## src/rtl/regfile_dump.sv

```systemverilog
// regfile_dump: halts the core, walks a register range through a spare read port
// and streams each value out over a valid/ready interface.
module regfile_dump #(
  parameter int DATA_W    = 64,
  parameter int ADDR_W    = 5,
  parameter int FIRST_REG = 0,
  parameter int LAST_REG  = 13
) (
  input  logic              clk,
  input  logic              rst,
  input  logic              start,
  output logic              cpu_halt,
  input  logic              cpu_halted,
  output logic [ADDR_W-1:0] rf_rd_addr,
  input  logic [DATA_W-1:0] rf_rd_data,
  output logic              out_valid,
  input  logic              out_ready,
  output logic [DATA_W-1:0] out_data,
  output logic [ADDR_W-1:0] out_index,
  output logic              out_last,
  output logic              busy,
  output logic              done
);
  typedef enum logic [2:0] {IDLE, HALT_WAIT, READ, CAPT, SEND, DONE} state_t;
  state_t state;
  always_ff @(posedge clk or posedge rst)
    if (rst) begin
      state      <= IDLE;
      cpu_halt   <= 1'b0;
      rf_rd_addr <= '0;
      out_valid  <= 1'b0;
      out_data   <= '0;
      out_index  <= '0;
      out_last   <= 1'b0;
      busy       <= 1'b0;
      done       <= 1'b0;
    end else begin
      case (state)
        IDLE: if (start) begin
          state    <= HALT_WAIT;
          cpu_halt <= 1'b1;
          busy     <= 1'b1;
        end
        HALT_WAIT: if (cpu_halted) begin
          rf_rd_addr <= ADDR_W'(FIRST_REG);
          state      <= READ;
        end
        READ: state <= CAPT;
        CAPT: begin
          out_data  <= rf_rd_data;
          out_index <= rf_rd_addr;
          out_last  <= rf_rd_addr == ADDR_W'(LAST_REG);
          out_valid <= 1'b1;
          state     <= SEND;
        end
        // stopping on out_last keeps the address from wrapping at the top register
        SEND: if (out_ready) begin
          out_valid <= 1'b0;
          if (out_last) begin
            state <= DONE;
            done  <= 1'b1;
          end else begin
            rf_rd_addr <= rf_rd_addr + ADDR_W'(1);
            state      <= READ;
          end
        end
        DONE: begin
          done     <= 1'b0;
          cpu_halt <= 1'b0;
          busy     <= 1'b0;
          state    <= IDLE;
        end
        default: state <= IDLE;
      endcase
    end
endmodule
```

## config.mk

```make
export PLATFORM = sky130hd
export DESIGN_NAME = regfile_dump
export DESIGN_NICKNAME = d
export VERILOG_FILES = /design/src/rtl/regfile_dump.sv
export SDC_FILE = /design/constraint.sdc
export NUM_CORES = 1
export LEC_CHECK = 0
export ABC_AREA = 1
export BUFFER_PORTS_ARGS = -buffer_cell sky130_fd_sc_hd__buf_4
export CAP_MARGIN = 25
export CORE_MARGIN = 2
export CORE_UTILIZATION = 50
export DETAILED_ROUTE_END_ITERATION = 16
export PLACE_DENSITY = 0.84
export SYNTH_ARGS = -nofsm -noshare
export SYNTH_HDL_FRONTEND = slang
export SYNTH_SLANG_ARGS = --single-unit
```

## constraint.sdc

```tcl
create_clock -name clk -period 8.7 [get_ports clk]
set_clock_uncertainty 0.15 [all_clocks]
set_input_delay 1.74 -clock clk [delete_from_list [all_inputs] [get_ports clk]]
set_output_delay 1.74 -clock clk [all_outputs]
set_load 0.03 [all_outputs]
```

==> results of run 1 <==
[per-layer routing]
layer / part of all wire, % / wire length [um] / global-route usage, %
met1: 43 / 3355 / 27.09
met2: 48 / 3779 / 36.58
met3: 7.2 / 565 / 4.475
met4: 1.7 / 135 / 9.091
met5: 0 / 0 / 0
[state kept, by name, indices dropped and copies added (netlist names)]
signal / cells
rf_rd_addr: 5
out_last: 1
busy: 1
out_valid: 1
state: 3
out_data: 64
out_index: 5
done: 1
[synthesized netlist by cell type (3+ instances only)]
cell,n,area [um^2]
o21ai_0,8,40.04
nor2_1,3,11.26
buf_2,6,30.03
dfrtp_1,81,2027
a21oi_1,4,20.02
inv_1,14,52.55
nand3_1,11,55.05
nand2_1,227,852.1
nand4_1,4,25.02
clkbuf_1,4,15.01
buf_4,7,52.55
[worst max path at each step]
stage | from | end | slack [ns] | cells past startpoint
global route | rf_rd_addr[0] | rf_rd_addr[0] | 5.73 | 1
CTS | rf_rd_addr[0] | rf_rd_addr[0] | 5.76 | 1
floorplan | rst | busy | 4.73 | 1
global placement | rst | out_data[6] | 5.83 | 3
detailed placement | rst | out_data[6] | 5.81 | 3
finish | rf_rd_addr[0] | rf_rd_addr[0] | 5.78 | 1
[where the power goes]
group	leakage [nW]	internal, W	switching (W)
Sequential	1.01	0.000543	0.000108
Combinational	1.50	0.000332	0.000614
Clock	0.102	0.000146	0.000119
Total	2.61	0.00102	0.000842
[area by class of cell]
type | instances | area, um^2 | share of cell area, %
Tap cell | 77 | 96.34 | 2.081
Sequential cell | 81 | 2027 | 43.78
Multi-Input combinational cell | 267 | 1084 | 23.41
Clock inverter | 3 | 40.04 | 0.8649
Inverter | 16 | 61.31 | 1.324
Timing Repair Buffer | 151 | 1166 | 25.19
Clock buffer | 12 | 155.1 | 3.351
[stage by stage]
step / worst slack (ns) / hold WS (ns) / cell area, um^2
3_3_place_gp: 5.831 / 0.3149 / 4387
2_1_floorplan: 4.730 / 0.4519 / 3268
4_1_cts: 5.762 / 0.3352 / 4582
3_5_place_dp: 5.809 / 0.3160 / 4387
6_report: 5.780 / 0.3326 / 4629
5_1_grt: 5.734 / 0.3557 / 4629
[kinds of logic (layout without fill, tap and decap cells)]
| kind of cell | after synthesis | in the layout | share of synthesized area [%] |
|---|---|---|---|
| simple gates | 253 | 253 | 30.55 |
| flops | 81 | 81 | 62.02 |
| buf+inv | 33 | 182 | 4.824 |
| compound gates | 12 | 12 | 1.838 |
| fa+ha+maj | 2 | 2 | 0.7656 |
==> reports/metrics.csv, run 1 <==
metric;value;unit
leakage;2.608;nW
reg2reg_depth;6;
synth-seq-cells;81;
final_hold_viol_count;0;
final_core_util;72.91;%
drt-total-wl;7.836;mm
worstPathMaxFanout;8;
grt_max_degree;82;
drc;0;
cts_buffer_depth;2;
clk_pin_slew_worst_paths;0.07;ns
path_buf_inv;1;
drt_iter0_drc;139;
synth-seq-area-share;62.02;%
power;0.001863;W
final_common_cell;nand2_1;
grt_use_total;21.57;%
hold_start;out_data[38];
cts_root_buf;clkbuf_8;
fmax;0.3425;GHz
syn_to_final_growth;41.65;%
instances_no_fill;607;
cts.sink_count;81;
final_nets;597;
layout_common_cells;227 x nand2_1, 149 x buf_4, 81 x dfrtp_1, 13 x inv_1;
yosysWarnings;0;
die_area;7199;um^2
n_fill_cell;470;
hold_path_class;register to register;
power.density;402.3;nW/um^2
max-cap-violations;0;
cts_buffers;9;
hold_end;out_data[38];
syn_inst;381;
worstPathArrival;1.03;ns
ys_types;20;
n_antenna_cell;0;
crit_path_max_incr_delay;0.49;ns
critPathKind;register to output pin;
synthArstFlopShare;100.0;%
synth_edf_count;0;
clock_latency;0.33;ns
slew_viol_final;0;
final_antenna_net_count;0;
tightest_slew;0.7179;ns
synth_flop_cell;dfrtp_1;
crit_chain;buf_4;
synth_area;3268;um^2
grt_pass1_wl;12.46;mm
grt_pass1_vias;2805;
vdd_drop_max;0.2687;mV
rrSetupSlack;6.89;ns
ctsResizeCount;0;
hold-path-cell-count;2;
setup_tns;0;ns
numPortBuffers;147;
status;complete, no violations;
place_inst;590;
period_share;33.56;%
die_h;84.85;um
cts_hold_buf;0;
drt_first_pass_iters;4;
relSlewSlack;52.14;%
worstSetupStartpointType;register;
drt-wirelength-per-cell;12.91;um
hpwl;5.373;mm
rsz0062_at_grt;false;
rows;29;
synth_nets;452;
start_util;51.47;%
finalSetupViolCount;0;
overflow;0;
h-tree-depth;3;
cts_setup_buffers;0;
reg2reg_from;state[2];
worstPathRequired;6.81;ns
cts_tree;yes;
die_x;84.85;um
finalWeightedCongestion;0.7717;
slowest_stage;dfrtp_1;
coreArea;6350;um^2
drive_gt1_share;32.64;%
avgSynthCellArea;8.578;um^2
io_pins;148;
r2r-end;state[2];
crit_family;flip-flops;
vias;2905;
antenna_found_initial;0;
via_per_inst;4.786;
end_kind;output pin;
min_period;2.920;ns
Power figures use the tool's default switching activity.
==> run 2: changes to the inputs <==
Settings changed: CORE_UTILIZATION 50 to 47, PLACE_DENSITY 0.84 to 0.8.
Clock period 8.7 ns to 2.77 ns, I/O delays scaled along.
==> reports/metrics.csv, run 2 (synthesis results as in run 1) <==
metric;value;unit;change
reg2reg_from;state[2];;unchanged
vias;2917;;was 2905
cts_root_buf;clkbuf_8;;unchanged
worstPathRequired;2.84;ns;was 6.81 ns
grt_max_degree;78;;was 82
worstPathMaxFanout;77;;was 8
power_frac_clock;13.2;%;was 14.2%
clock_latency;0.33;ns;about the same
r2r-end;state[2];;unchanged
layout_common_cells;227 x nand2_1, 151 x buf_4, 81 x dfrtp_1, 13 x inv_1, 11 x nand3_1;;was 227 x nand2_1, 149 x buf_4, 81 x dfrtp_1, 13 x inv_1
fmax;0.5450;GHz;
p_int;0.003084;W;was 0.001021 W
numPortBuffers;147;;unchanged
grt_pass1_wl;13.17;mm;was 12.46 mm
die_h;87.39;um;was 84.85 um
end_kind;register;;was output pin
seq_power_share;35.3;%;was 35.0%
antenna_found_initial;0;;unchanged
status;complete, no violations;;unchanged
cts_setup_buffers;0;;unchanged
clk_pin_slew_worst_paths;0.08;ns;was 0.07 ns
drt-total-wl;7.930;mm;was 7.836 mm
drt-wirelength-per-cell;12.98;um;was 12.91 um
cts.sink_count;81;;unchanged
period_share;66.24;%;
cts_hold_buf;0;;unchanged
overflow;0;;unchanged
min_period;1.835;ns;
n_fill_cell;566;;was 470
hold_path_class;input pin to async pin;;was register to register
grt_pass1_vias;2947;;was 2805
final_antenna_net_count;0;;unchanged
path_common_cell;nand2_1;;
grt_use_total;22.06;%;was 21.57%
slowest_stage;buf_4;;was dfrtp_1
final_common_cell;nand2_1;;unchanged
worstPathArrival;1.91;ns;was 1.03 ns
critPathKind;register to register;;was register to output pin
tightest_slew;0.7502;ns;was 0.7179 ns
cts_buffer_depth;2;;unchanged
power.density;1252;nW/um^2;was 402.3 nW/um^2
p_sw_share;46.23;%;was 45.19%
via_per_inst;4.774;;was 4.786
io_pins;148;;unchanged
reg2reg_depth;6;;unchanged
n_antenna_cell;0;;unchanged
max-cap-violations;0;;unchanged
largest_reg_flops;64;;unchanged
p_sw;0.002651;W;was 0.0008417 W
finalSetupViolCount;0;;unchanged
drt_first_pass_iters;4;;unchanged
reg.largest.list;out_data (64), out_index (5), rf_rd_addr (5);;unchanged
drt_iter0_drc;120;;was 139
crit_path_max_incr_delay;0.57;ns;was 0.49 ns
rsz0062_at_grt;false;;unchanged
h-tree-depth;3;;unchanged
rows;30;;was 29
hpwl;5.718;mm;was 5.373 mm
start_util;48.37;%;was 51.47%
finalWeightedCongestion;0.7994;;was 0.7717
drc;0;;unchanged
relSlewSlack;49.99;%;was 52.14%
coreArea;6756;um^2;was 6350 um^2
top_register;out_data;;unchanged
crit_chain;nor2_4 -> nand2_2 -> buf_4 -> nand2_1 -> nand3_1 -> nand2_1;;was buf_4
rrSetupSlack;0.94;ns;was 6.89 ns
vdd_drop_max;0.6359;mV;was 0.2687 mV
final_nets;597;;unchanged
die_x;87.39;um;was 84.85 um
die_area;7636;um^2;was 7199 um^2
cts_buffers;9;;unchanged
slew_viol_final;0;;unchanged
p_comb_share;51.5;%;was 50.8%
worstSetupStartpointType;register;;unchanged
ctsResizeCount;0;;unchanged
syn_to_final_growth;40.12;%;was 41.65%
drive_gt1_share;32.58;%;was 32.64%
final_core_util;67.78;%;was 72.91%
cts_tree;yes;;unchanged
final_hold_viol_count;0;;unchanged
setup_tns;0;ns;unchanged
leakage;2.578;nW;was 2.608 nW
run 2: area by class of cell:
type	count	area [um^2]	area share (%)
Clock inverter	4	26.28	0.5738
Tap cell	80	100.1	2.186
Sequential cell	81	2027	44.26
Multi-Input combinational cell	267	1084	23.66
Clock buffer	12	145.1	3.169
Timing Repair Buffer	151	1134	24.75
Inverter	16	63.81	1.393
run 2: worst max-delay path by stage:
stage / from / depth (start not counted) / endpoint / slack (ns)
2_1_floorplan: rst / 1 / busy / 1.14
3_3_place_gp: state[2] / 6 / out_data[1] / 1.04
4_1_cts: state[2] / 6 / state[2] / 0.95
3_5_place_dp: state[2] / 6 / state[2] / 0.99
6_report: state[2] / 6 / state[2] / 0.94
5_1_grt: state[2] / 6 / out_data[41] / 0.80
run 2: metal layers:
layer  vias to the layer above  GRT usage, %  routed length [um]
li1                       1442             -                   -
met1                      1354         27.49                3270
met2                       107         35.67                3855
met3                        14         8.152                 649
met4                         0         7.133                 155
met5                         -             0                   0
run 2: power groups by stage:
stage	clock (W)	sequential [W]	combinational [W]
6_report	0.000756	0.00203	0.00295
5_1_grt	0.000837	0.00209	0.00323
4_1_cts	0.000780	0.00203	0.00298
3_5_place_dp	0	0.00203	0.00299
3_3_place_gp	0	0.00203	0.00291
2_1_floorplan	0	0.00297	0.000943
run 2: per-stage QoR:
| stage | hold WS [ns] | total power, W | instance area [um^2] | cells | setup WS, ns |
|---|---|---|---|---|---|
| after floorplan | 0.4519 | 0.003916 | 3272 | 381 | 1.142 |
| after global routing | 0.2270 | 0.006165 | 4579 | 611 | 0.7976 |
| after detailed placement | 0.3160 | 0.005020 | 4408 | 595 | 0.9927 |
| after global placement | 0.3134 | 0.004942 | 4408 | 595 | 1.037 |
| final | 0.1957 | 0.005735 | 4579 | 611 | 0.9350 |
| after CTS | 0.2093 | 0.005792 | 4579 | 611 | 0.9525 |
run 2: critical path: cells and delay by family, from the launching register on:
family	cells	cell delay [ns]
AND/OR/NAND/NOR	5	0.44
flip-flops	1	0.50
buffers and inverters	1	0.57
==> run 3: changes to the inputs <==
Settings changed: ABC_AREA 1 to 0, CORE_UTILIZATION 47 to 46, PLACE_DENSITY 0.8 to 0.79.
Clock period 2.77 ns to 1.8 ns, I/O delays scaled along.
==> reports/metrics.csv, run 3 <==
metric;value;unit;change
cts_hold_buf;0;;unchanged
setup_tns;0;ns;unchanged
drt_first_pass_iters;4;;unchanged
die_h;87.77;um;was 87.39 um
drt-total-wl;6.749;mm;was 7.930 mm
slew_viol_final;0;;unchanged
end_kind;register;;unchanged
largest_reg_flops;64;;unchanged
drt_iter0_drc;61;;was 120
antenna_found_initial;0;;unchanged
synth_edf_count;0;;unchanged
min_period;1.679;ns;was 1.835 ns
crit_path_max_incr_delay;0.47;ns;was 0.57 ns
drive_gt1_share;45.41;%;was 32.58%
overflow;0;;unchanged
cts.sink_count;81;;unchanged
tightest_slew;0.4176;ns;was 0.7502 ns
grt_use_total;18.23;%;was 22.06%
status;finished with violations;;was complete, no violations
ctsResizeCount;0;;unchanged
n_fill_cell;495;;was 566
ys_types;33;;was 20
io_pins;148;;unchanged
worstSetupStartpointType;register;;unchanged
max-cap-violations;0;;unchanged
synth_top_cell_area_share;62.79;%;was 62.02%
rsz0062_at_grt;false;;unchanged
grt_pass1_wl;10.77;mm;was 13.17 mm
synth_largest_area_cell;dfrtp_1;;unchanged
layout_common_cells;152 x buf_4, 81 x dfrtp_1, 65 x mux2_1, 10 x clkbuf_8;;was 227 x nand2_1, 151 x buf_4, 81 x dfrtp_1, 13 x inv_1, 11 x nand3_1
numPortBuffers;147;;unchanged
syn_inst;223;;was 381
power.density;1977;nW/um^2;was 1252 nW/um^2
syn_to_final_growth;45.54;%;was 40.12%
instances_no_fill;477;;was 611
rrSetupSlack;0.12;ns;was 0.94 ns
path_buf_inv;0;;was 1
vdd_drop_max;0.9839;mV;was 0.6359 mV
h-tree-depth;3;;unchanged
synth_nets;294;;was 452
cts_buffers;9;;unchanged
relSlewSlack;72.10;%;was 49.99%
cts_buffer_depth;2;;unchanged
top_register;out_data;;unchanged
finalSetupViolCount;0;;unchanged
fmax;0.5954;GHz;was 0.5450 GHz
avgSynthCellArea;14.48;um^2;was 8.578 um^2
final_antenna_net_count;0;;unchanged
grt_pass1_vias;2333;;was 2947
cts_tree;yes;;unchanged
violations;negative hold slack;;
cts_root_buf;clkbuf_8;;unchanged
final_hold_viol_count;11;;was 0
hold_path_class;input pin to async pin;;unchanged
synthTopCellsByCount;81 x dfrtp_1, 65 x mux2_1, 10 x inv_1, 9 x o21ai_1;;was 227 x nand2_1, 81 x dfrtp_1, 14 x inv_1, 11 x nand3_1, 8 x o21ai_0
synthArstFlopShare;100.0;%;unchanged
synth_area;3228;um^2;was 3268 um^2
synth_flop_cell;dfrtp_1;;unchanged
vias;2334;;was 2917
die_x;87.77;um;was 87.39 um
clock_latency;0.33;ns;about the same
n_antenna_cell;0;;unchanged
start_util;47.51;%;was 48.37%
drt-wirelength-per-cell;14.15;um;was 12.98 um
finalWeightedCongestion;0.7854;;was 0.7994
final_common_cell;buf_4;;was nand2_1
via_per_inst;4.893;;was 4.774
hpwl;4.991;mm;was 5.718 mm
crit_family;simple AND/OR/NAND/NOR gates;;was buffers and inverters
worstPathRequired;1.89;ns;was 2.84 ns
yosysWarnings;0;;unchanged
crit_chain;or3b_4 -> or3_1 -> o221ai_1;;was nor2_4 -> nand2_2 -> buf_4 -> nand2_1 -> nand3_1 -> nand2_1
worstPathArrival;1.77;ns;was 1.91 ns
final_nets;448;;was 597
place_inst;462;;was 595
clk_pin_slew_worst_paths;0.08;ns;about the same
rows;30;;unchanged
synth-seq-cells;81;;unchanged
yosysMostFrequentCell;dfrtp_1;;was nand2_1
coreArea;6794;um^2;was 6756 um^2
die_area;7704;um^2;was 7636 um^2
drc;0;;unchanged
reg.largest.list;out_data (64), out_index (5), rf_rd_addr (5);;unchanged
period_share;93.30;%;was 66.24%
synth-seq-area-share;62.79;%;was 62.02%
fin_hold_ws;-0.007213;ns;was 0.1957 ns
cts_setup_buffers;0;;unchanged
synth_area_leaders;dfrtp_1 63%, mux2_1 23%, o21ai_1 1.4%;;was dfrtp_1 62%, nand2_1 26%, nand3_1 1.7%
worstPathMaxFanout;6;;was 77
critPathKind;register to register;;unchanged
slowest_stage;dfrtp_1;;was buf_4
grt_max_degree;82;;was 78
leakage;2.252;nW;was 2.578 nW
run 3: worst register-to-register path: stages (launching register included):
cell and delay (ns):
dfrtp_1 0.47, or3b_4 0.45, or3_1 0.35, o221ai_1 0.18
run 3: layout make-up:
type / instances / area, um^2 / share of cell area, %
sequential: 81 / 2027 / 43.14
timing repair buffer: 155 / 1201 / 25.57
multi-input combinational: 120 / 1091 / 23.22
clock buffer: 10 / 137.6 / 2.929
tap: 96 / 120.1 / 2.557
clock inverter: 5 / 80.08 / 1.704
inverter: 10 / 41.29 / 0.8788
run 3: kinds of logic after synthesis:
logic type / count (synthesis) / synth area share, %
buf+inv: 22 / 3.411
flops: 81 / 62.79
compound gates: 22 / 4.225
fa+ha+maj: 2 / 0.7751
simple gates: 30 / 5.815
mux: 66 / 22.98
run 3: report_power, final:
group | total [W] | switching, W | internal (W) | leakage (nW)
Sequential | 0.00318 | 0.000488 | 0.00269 | 0.968
Combinational | 0.00469 | 0.00274 | 0.00195 | 1.18
Clock | 0.00142 | 0.000615 | 0.000809 | 0.104
Total | 0.00929 | 0.00384 | 0.00545 | 2.25
run 3: final timing paths:
kind	from	to	depth (start not counted)
worst min register to register	out_data[40]	out_data[40]	1
worst max register to register	state[0]	rf_rd_addr[4]	3
max in group asynchronous	rst	out_index[2]	3
worst max-delay path	state[0]	rf_rd_addr[4]	3
min in group clk	rf_rd_data[26]	out_data[26]	2
worst min-delay path	rst	out_data[21]	3
run 3: per-layer routing:
| layer | GRT usage [%] | wire length, um |
|---|---|---|
| met5 | 0 | 0 |
| met4 | 6.713 | 85 |
| met3 | 3.864 | 434 |
| met2 | 30.92 | 3372 |
| met1 | 23.12 | 2857 |
run 3: through the flow:
stage | area, um^2 | util, % | power (W) | setup WS [ns]
after floorplan | 3232 | - | 0.006110 | 0.1539
after global routing | 4698 | 69.15 | 0.009822 | 0.04588
after global placement | 4481 | 65.95 | 0.007858 | 0.1834
after CTS | 4698 | 69.15 | 0.009405 | 0.1250
after detailed placement | 4481 | 65.95 | 0.007967 | 0.1638
final | 4698 | 69.15 | 0.009290 | 0.1206
